$ cat config.mk
export PLATFORM = sky130hd
export DESIGN_NAME = csr_timer_flat
export DESIGN_NICKNAME = d
export VERILOG_FILES = /design/src/rtl/csr_timer_if.sv /design/src/rtl/csr_timer.sv /design/src/flat_wrapper.sv
export SDC_FILE = /design/constraint.sdc
export NUM_CORES = 1
export LEC_CHECK = 0
export CAP_MARGIN = 10
export CORE_ASPECT_RATIO = 0.6
export CORE_MARGIN = 2
export CORE_UTILIZATION = 52
export DETAILED_ROUTE_END_ITERATION = 12
export PLACE_DENSITY = 0.81
export SLEW_MARGIN = 20
export SYNTH_ARGS = -nofsm -noshare
export SYNTH_HDL_FRONTEND = slang
export SYNTH_SLANG_ARGS = --single-unit
$ cat constraint.sdc
create_clock -name clk -period 3.84 [get_ports clk]
set_clock_uncertainty 0.05 [all_clocks]
set_input_delay 0.768 -clock clk [delete_from_list [all_inputs] [get_ports clk]]
set_output_delay 0.768 -clock clk [all_outputs]
set_load 0.02 [all_outputs]
$ cat src/rtl/csr_timer_if.sv
// rtl/csr_timer_if.sv - software CSR access bus between the core and the timer block
interface csr_timer_if;
  logic        csr_software_query_en;
  logic [13:0] csr_addr;
  logic [31:0] csr_wen;
  logic [31:0] csr_wdata;
  logic [31:0] csr_rdata;
  logic        csr_hit;

  modport master (
    output csr_software_query_en,
    output csr_addr,
    output csr_wen,
    output csr_wdata,
    input  csr_rdata,
    input  csr_hit
  );

  modport slave (
    input  csr_software_query_en,
    input  csr_addr,
    input  csr_wen,
    input  csr_wdata,
    output csr_rdata,
    output csr_hit
  );
endinterface

$ cat src/rtl/csr_timer.sv
// rtl/csr_timer.sv - TID/TCFG/TVAL/TICLR timer CSRs, timer interrupt and 64-bit stable counter
module csr_timer #(
  parameter int          TIMER_N   = 32,
  parameter logic [31:0] TID_RESET = 32'h0
) (
  input  logic             clk,
  input  logic             rstn,
  csr_timer_if.slave       csr,
  output logic             timer_int,
  output logic [63:0]      stable_cnt
);

  localparam logic [13:0] ADDR_TID   = 14'h40;
  localparam logic [13:0] ADDR_TCFG  = 14'h41;
  localparam logic [13:0] ADDR_TVAL  = 14'h42;
  localparam logic [13:0] ADDR_TICLR = 14'h44;
  localparam int          IW         = TIMER_N - 2;

  logic [31:0]        tid_q;
  logic               tcfg_en_q;
  logic               tcfg_per_q;
  logic [IW-1:0]      tcfg_init_q;
  logic [TIMER_N-1:0] cnt_q;
  logic               int_q;
  logic [63:0]        stable_q;

  logic               sel_tid, sel_tcfg, sel_tval, sel_ticlr;
  logic               wr;
  logic [31:0]        tcfg_rd;
  logic [31:0]        tid_new;
  logic [TIMER_N-1:0] tcfg_new;
  logic [TIMER_N-1:0] reload_val;
  logic [TIMER_N-1:0] cnt_next;
  logic               int_set;
  logic               int_clr;

  assign sel_tid   = (csr.csr_addr == ADDR_TID);
  assign sel_tcfg  = (csr.csr_addr == ADDR_TCFG);
  assign sel_tval  = (csr.csr_addr == ADDR_TVAL);
  assign sel_ticlr = (csr.csr_addr == ADDR_TICLR);
  assign csr.csr_hit = sel_tid | sel_tcfg | sel_tval | sel_ticlr;
  assign wr = csr.csr_software_query_en & csr.csr_hit;

  assign tcfg_rd = 32'({tcfg_init_q, tcfg_per_q, tcfg_en_q});
  assign tid_new = (tid_q & ~csr.csr_wen) | (csr.csr_wdata & csr.csr_wen);
  // Only the implemented TCFG bits are merged; anything above TIMER_N-1 is dropped.
  assign tcfg_new = (tcfg_rd[TIMER_N-1:0] & ~csr.csr_wen[TIMER_N-1:0])
                  | (csr.csr_wdata[TIMER_N-1:0] & csr.csr_wen[TIMER_N-1:0]);
  assign reload_val = {tcfg_init_q, 2'b00};

  always_comb begin
    csr.csr_rdata = 32'h0;
    if (sel_tid)
      csr.csr_rdata = tid_q;
    else if (sel_tcfg)
      csr.csr_rdata = tcfg_rd;
    else if (sel_tval)
      csr.csr_rdata = 32'(cnt_q);
  end

  // A TCFG write reloads the counter and suppresses any expiry in the same cycle.
  always_comb begin
    cnt_next = cnt_q;
    int_set  = 1'b0;
    if (wr && sel_tcfg) begin
      cnt_next = {tcfg_new[TIMER_N-1:2], 2'b00};
    end else if (tcfg_en_q) begin
      if (cnt_q != '0) begin
        cnt_next = cnt_q - TIMER_N'(1);
        int_set  = (cnt_q == TIMER_N'(1));
      end else if (tcfg_per_q) begin
        cnt_next = reload_val;
      end
    end
  end

  assign int_clr = wr & sel_ticlr & csr.csr_wen[0] & csr.csr_wdata[0];

  always_ff @(posedge clk) begin
    if (!rstn) begin
      tid_q       <= TID_RESET;
      tcfg_en_q   <= 1'b0;
      tcfg_per_q  <= 1'b0;
      tcfg_init_q <= '0;
      cnt_q       <= '0;
      int_q       <= 1'b0;
      stable_q    <= 64'h0;
    end else begin
      stable_q <= stable_q + 64'd1;
      if (wr && sel_tid)
        tid_q <= tid_new;
      if (wr && sel_tcfg) begin
        tcfg_en_q   <= tcfg_new[0];
        tcfg_per_q  <= tcfg_new[1];
        tcfg_init_q <= tcfg_new[TIMER_N-1:2];
      end
      cnt_q <= cnt_next;
      // Expiry wins over a simultaneous software clear.
      if (int_set)
        int_q <= 1'b1;
      else if (int_clr)
        int_q <= 1'b0;
    end
  end

  assign timer_int  = int_q;
  assign stable_cnt = stable_q;

endmodule

$ cat src/flat_wrapper.sv
// flat-port wrapper written by rule: the top's interface ports become plain ports
module csr_timer_flat 
#(
  parameter int          TIMER_N   = 32,
  parameter logic [31:0] TID_RESET = 32'h0
)
  (clk, rstn, timer_int, stable_cnt, csr_csr_software_query_en, csr_csr_addr, csr_csr_wen, csr_csr_wdata, csr_csr_rdata, csr_csr_hit);
  csr_timer_if csr_i ();
  input  logic clk;
  input  logic rstn;
  output logic timer_int;
  output logic [63:0] stable_cnt;
  input wire logic [$bits(csr_i.csr_software_query_en)-1:0] csr_csr_software_query_en;
  input wire logic [$bits(csr_i.csr_addr)-1:0] csr_csr_addr;
  input wire logic [$bits(csr_i.csr_wen)-1:0] csr_csr_wen;
  input wire logic [$bits(csr_i.csr_wdata)-1:0] csr_csr_wdata;
  output wire logic [$bits(csr_i.csr_rdata)-1:0] csr_csr_rdata;
  output wire logic [$bits(csr_i.csr_hit)-1:0] csr_csr_hit;
  assign csr_i.csr_software_query_en = csr_csr_software_query_en;
  assign csr_i.csr_addr = csr_csr_addr;
  assign csr_i.csr_wen = csr_csr_wen;
  assign csr_i.csr_wdata = csr_csr_wdata;
  assign csr_csr_rdata = csr_i.csr_rdata;
  assign csr_csr_hit = csr_i.csr_hit;
  csr_timer #(.TIMER_N(TIMER_N), .TID_RESET(TID_RESET)) u_core (.clk(clk), .rstn(rstn), .csr(csr_i), .timer_int(timer_int), .stable_cnt(stable_cnt));
endmodule
# [Yosys cells after proc, flatten, opt, wreduce, memory -nomap -nowiden]
# Cells that the tools add are included.
[op_classes] addsub=2 multipliers=0 n_div=0 n_lt_le_gt_ge=0 n_eq_ne=5 n_shift=0 muxes=12 bitwise=14 reduce_logical=10
[op_table] cell="2-to-1 mux 32 bit" n=7
[op_table] cell="bitwise AND 32 bit" n=3
[op_table] cell="adder 64 x 1 -> 64 bit, second input constant" n=1
[op_table] cell="OR 32 bit" n=2
[op_table] cell="equality test 14 x 7 -> 1 bit, second input constant" n=4
[op_table] cell="equality test 32 x 1 -> 1 bit, second input constant" n=1
[op_table] cell="inverter 32 bit" n=1
[op_table] cell="nonzero test 32 bit" n=1
[op_table] cell="subtractor 32 x 1 -> 32 bit, second input constant" n=1
[op_table] cell="nonzero test 2 bit" n=3
[op_table] cell="2-to-1 mux 1 bit" n=5
[op_table] cell="bitwise AND 1 bit" n=4
[op_table] cell="AND reduction 2 bit" n=2
[op_table] cell="OR 1 bit" n=3
[op_table] cell="nonzero test 3 bit" n=1
[op_table] cell="logical AND 1 bit" n=2
[op_table] cell="OR reduction 2 bit" n=1
[op_table] cell="inverter 1 bit" n=1
[word_totals] register_bits=161 latch_bits=0 ramBits=0 romBits=0 out_inout_bits=98 memories=0

# [Depth between registers and ports, before layout]
[logic_depth] depth_word=10 ltp_mapped=9

# [Worst setup path after synthesis]
# OpenSTA, ideal clock, no wires.
[synth_path] path_type="in2out" startpoint="input port csr_csr_addr[13]" endpoint="output port csr_csr_rdata[2]" arrival_ns=2.465 setup_slack_ns=0.557 cell_stages=6 cell_sequence="nor4_1 -> nand3_1 -> nor4bb_1 -> clkbuf_1 -> a222oi_1 -> inv_1"
[synth_between] elab_chain_len=4
[synth_rtl] item="start: declaration" line_no="flat_wrapper.sv:14" rtl="input wire logic [$bits(csr_i.csr_addr)-1:0] csr_csr_addr;"
[synth_rtl] item="equality test 14 x 7 -> 1 bit" line_no="csr_timer.sv:39" rtl="assign sel_tval = (csr.csr_addr == ADDR_TVAL);"
[synth_rtl] item="2-to-1 mux 32 bit" line_no="csr_timer.sv:57" rtl="else if (sel_tval)"
[synth_rtl] item="2-to-1 mux 32 bit" line_no="csr_timer.sv:55" rtl="else if (sel_tcfg)"
[synth_rtl] item="2-to-1 mux 32 bit (*)" line_no="csr_timer.sv:53" rtl="if (sel_tid)"
[synth_rtl] item="end: declaration" line_no="flat_wrapper.sv:17" rtl="output wire logic [$bits(csr_i.csr_rdata)-1:0] csr_csr_rdata;"
# Mark *: on every way between the ends. The rest lies on a longest branch, timed or not.

# [Worst setup path in the final report]
[layout_path] startpoint="input port csr_csr_addr[12]" endpoint="output port csr_csr_rdata[29]"
# The elaborated chain is that of the path after synthesis.

==> flow_metrics.tcl <==
set metrics [dict create \
    status "finished clean" \
    initial_core_util_pct 53.3 \
    setup_slack_ns 0.0504 \
    worstSetupPathType "primary input to output pin" \
    synthArstFlopShare_pct 0 \
    firstDrtPassIters 12 \
    power.switching_mw 0.841 \
    grt_pass1_vias 8378 \
    drive_gt1_share_pct 8.98 \
    post-route-period-util_pct 98.7 \
    avgSynthCellArea_um2 7.95 \
    period_minus_slack_ns 3.79 \
    p_total_mw 3.56 \
    start_kind "primary input" \
    cts_tree "yes" \
    dp_slack_ns -0.328 \
    viasPerCell 6.25 \
    critPathTopFamily "buffers and inverters" \
    antenna_found_initial 0 \
    internal_power_mw 2.72 \
    clock-sinks 161 \
    num_vias 9364 \
    p_clk_share_pct 47.2 \
    p_sw_share_pct 23.6 \
    wl_per_cell_um 18.9 \
    r2r_cells 6 \
    leakagePower_nw 4.44 \
    drtAntennaViolNets 0 \
    hold_depth 2 \
    finalHoldViolCount 0 \
    wl_mm 28.3 \
    syn_area_um2 8660 \
    max_freq_mhz 264 \
    syn_to_final_growth_pct 31.2 \
    grt_pass1_wl_mm 44.3 \
    slew-limit-headroom_pct 50.4 \
    clock_path_buffers 2 \
    ys.flop_type "dfxtp_1" \
    critPathRequiredTime_ns 3.02 \
    critPathSlowestCell "clkdlybuf4s50_1" \
    dieHeight_um 104 \
    clkTransAtPathRegs_ns 0.07 \
    root_buffer "clkbuf_16" \
    nNetsFinal 1342 \
    worstSkewPairLatency_ns 0.43 \
    h-tree-depth 4 \
    die_w_um 171 \
    synthDistinctLibCells 60 \
    grt.overflow.total 0 \
    setup_viol 0 \
    seq_power_share_pct 47.1 \
    peakVddDrop_mv 0.297 \
    diodes 0 \
    yosys_warnings 0 \
    min_to "u_core.tcfg_init_q[16]" \
    fillers 1339 \
    critPathBufInv 6 \
    coreArea_um2 16300 \
    grt_util_all_layers_pct 30.9 \
    hpwl_mm 19.7 \
    holdCritStartpoint "u_core.tcfg_init_q[16]" \
    drc_errors 0 \
    final_cell_mix "dfxtp_1 (161), clkdlybuf4s50_1 (146), nand2_1 (104)" \
    syn_nets 1175 \
    p_comb_share_pct 5.7 \
    rr_endpoint "u_core.cnt_q[10]" \
    reg2reg_from "u_core.cnt_q[5]" \
    reg2reg_slack_ns 0.74 \
    die-area_um2 17700 \
    maxSlewViolCount 0 \
    num_rows 36 \
    grt_max_degree 70 \
    synth_edf_count 0 \
    crit_path_cell_trace "clkdlybuf4s50_1 -> nor4_2 -> buf_4 -> nand3_2 -> nor4bb_4 -> buf_4 -> clkbuf_16 -> a222oi_1 -> inv_1 -> clkbuf_2" \
    cp_max_fo 16 \
    gp_congestion 0.941 \
    layout_commonest_cell "dfxtp_1" \
    numCtsBuffers 17 \
    synth_seq_cells 161 \
    seq_area_frac_synth_pct 37.2 \
    power_density_nw_per_um2 313 \
    max_stage_delay_ns 0.45 \
    hp-class "flip-flop to flip-flop" \
    drt-initial-drc-count 1253 \
    drv_cap 0 \
    critPathCaptureType "output pin" \
    ios 179 \
    syn_inst 1090 \
    cpMostUsedCell "buf_4" \
    port_buffers 178 \
    worst_pin_slew_ns 0.738 \
    cp_data_arrival_time_ns 2.97 \
]
## cells by family after synthesis
kind of cell | synth area share [%]
compound gates | 18.6
xor+xnor | 4.35
fa+ha+maj | 0.578
buf+inv | 5.11
flops | 37.2
mux | 7.18
simple gates | 27.0
## cell usage after synthesis (all sizes together) (3+ instances only)
cell | number | share of area [%]
a222oi | 32 | 3.7
xnor2 | 21 | 2.1
and3 | 11 | 0.79
mux2 | 9 | 1.2
inv | 49 | 2.1
o221a | 3 | 0.39
ha | 4 | 0.58
nand4 | 29 | 2.4
a21o | 3 | 0.26
o22ai | 9 | 0.65
or4 | 9 | 0.78
o31a | 3 | 0.30
nor2b | 4 | 0.29
a2bb2oi | 11 | 1.1
and2 | 6 | 0.43
xor2 | 22 | 2.2
nor3 | 21 | 1.3
nor2 | 99 | 4.3
a32oi | 3 | 0.30
and4 | 20 | 2.1
a211oi | 12 | 1.0
dfxtp | 161 | 37
o21ai | 58 | 3.4
mux2i | 52 | 6.0
nand3 | 103 | 6.0
nand2 | 104 | 4.5
clkbuf | 57 | 2.5
o31ai | 7 | 0.66
nor4 | 16 | 1.3
or3 | 24 | 1.7
a21oi | 94 | 5.4
buf | 9 | 0.52
## worst max-delay path by stage
stage / from / end / slack [ns] / depth (start not counted)
4_1_cts: csr_csr_addr[12] / csr_csr_rdata[2] / 0.007 / 9
3_5_place_dp: csr_csr_addr[12] / csr_csr_rdata[2] / -0.33 / 9
3_3_place_gp: csr_csr_addr[12] / csr_csr_rdata[2] / -0.31 / 9
6_report: csr_csr_addr[12] / csr_csr_rdata[29] / 0.05 / 10
2_1_floorplan: csr_csr_addr[13] / csr_csr_rdata[2] / 0.56 / 6
5_1_grt: csr_csr_addr[12] / csr_csr_rdata[28] / -0.005 / 9
## power groups by stage
stage          clock [mW]  combinational, mW  sequential, mW
2_1_floorplan           0             0.0550            1.72
3_3_place_gp            0              0.196            1.71
3_5_place_dp            0              0.199            1.71
4_1_cts              1.70              0.201            1.68
5_1_grt              1.76              0.217            1.68
6_report             1.68              0.205            1.68
## repair_timing
| action | in CTS | in global routing |
|---|---|---|
| hold buffers | 0 | 0 |
| gates resized for setup | 33 | 40 |
| pin swaps | 0 | 1 |
| setup endpoints to repair | 32 | 32 |
| buffers inserted | 0 | 1 |
| gates cloned | 0 | 1 |
## cell type report
type / count / area, um2 / share of cell area [%]
tap: 228 / 285 / 2.51
multi-input combinational: 814 / 5050 / 44.4
clock buffer: 20 / 457 / 4.02
clock inverter: 12 / 121 / 1.07
inverter: 49 / 186 / 1.64
sequential: 161 / 3220 / 28.4
timing repair buffer: 214 / 2040 / 17.9
## worst min-delay path, cell delays in order, from the launching register on
cell and delay [ns]:
dfxtp_1 0.33, nand2_1 0.06, a21oi_1 0.05
## routing by layer
| layer | global-route usage, % | vias to the layer above | part of all wire, % |
|---|---|---|---|
| met4 | 6.47 | 0 | 1.5 |
| met2 | 41.9 | 617 | 39 |
| li1 | - | 4363 | - |
| met5 | 0 | - | 0 |
| met1 | 47.3 | 4330 | 46 |
| met3 | 9.59 | 54 | 14 |
## through the flow
stage / cells / setup TNS (ns) / hold WS [ns] / util (%) / cell area [um2]
3_3_place_gp: 1464 / -8.55 / 0.412 / 66.6 / 10800
4_1_cts: 1496 / 0 / 0.436 / 69.9 / 11400
3_5_place_dp: 1464 / -9.32 / 0.417 / 66.6 / 10800
2_1_floorplan: 1090 / 0 / 0.394 / - / 8660
6_report: 1498 / 0 / 0.434 / 69.9 / 11400
5_1_grt: 1498 / -0.0147 / 0.459 / 69.9 / 11400
(Power assumes the default switching activity.)
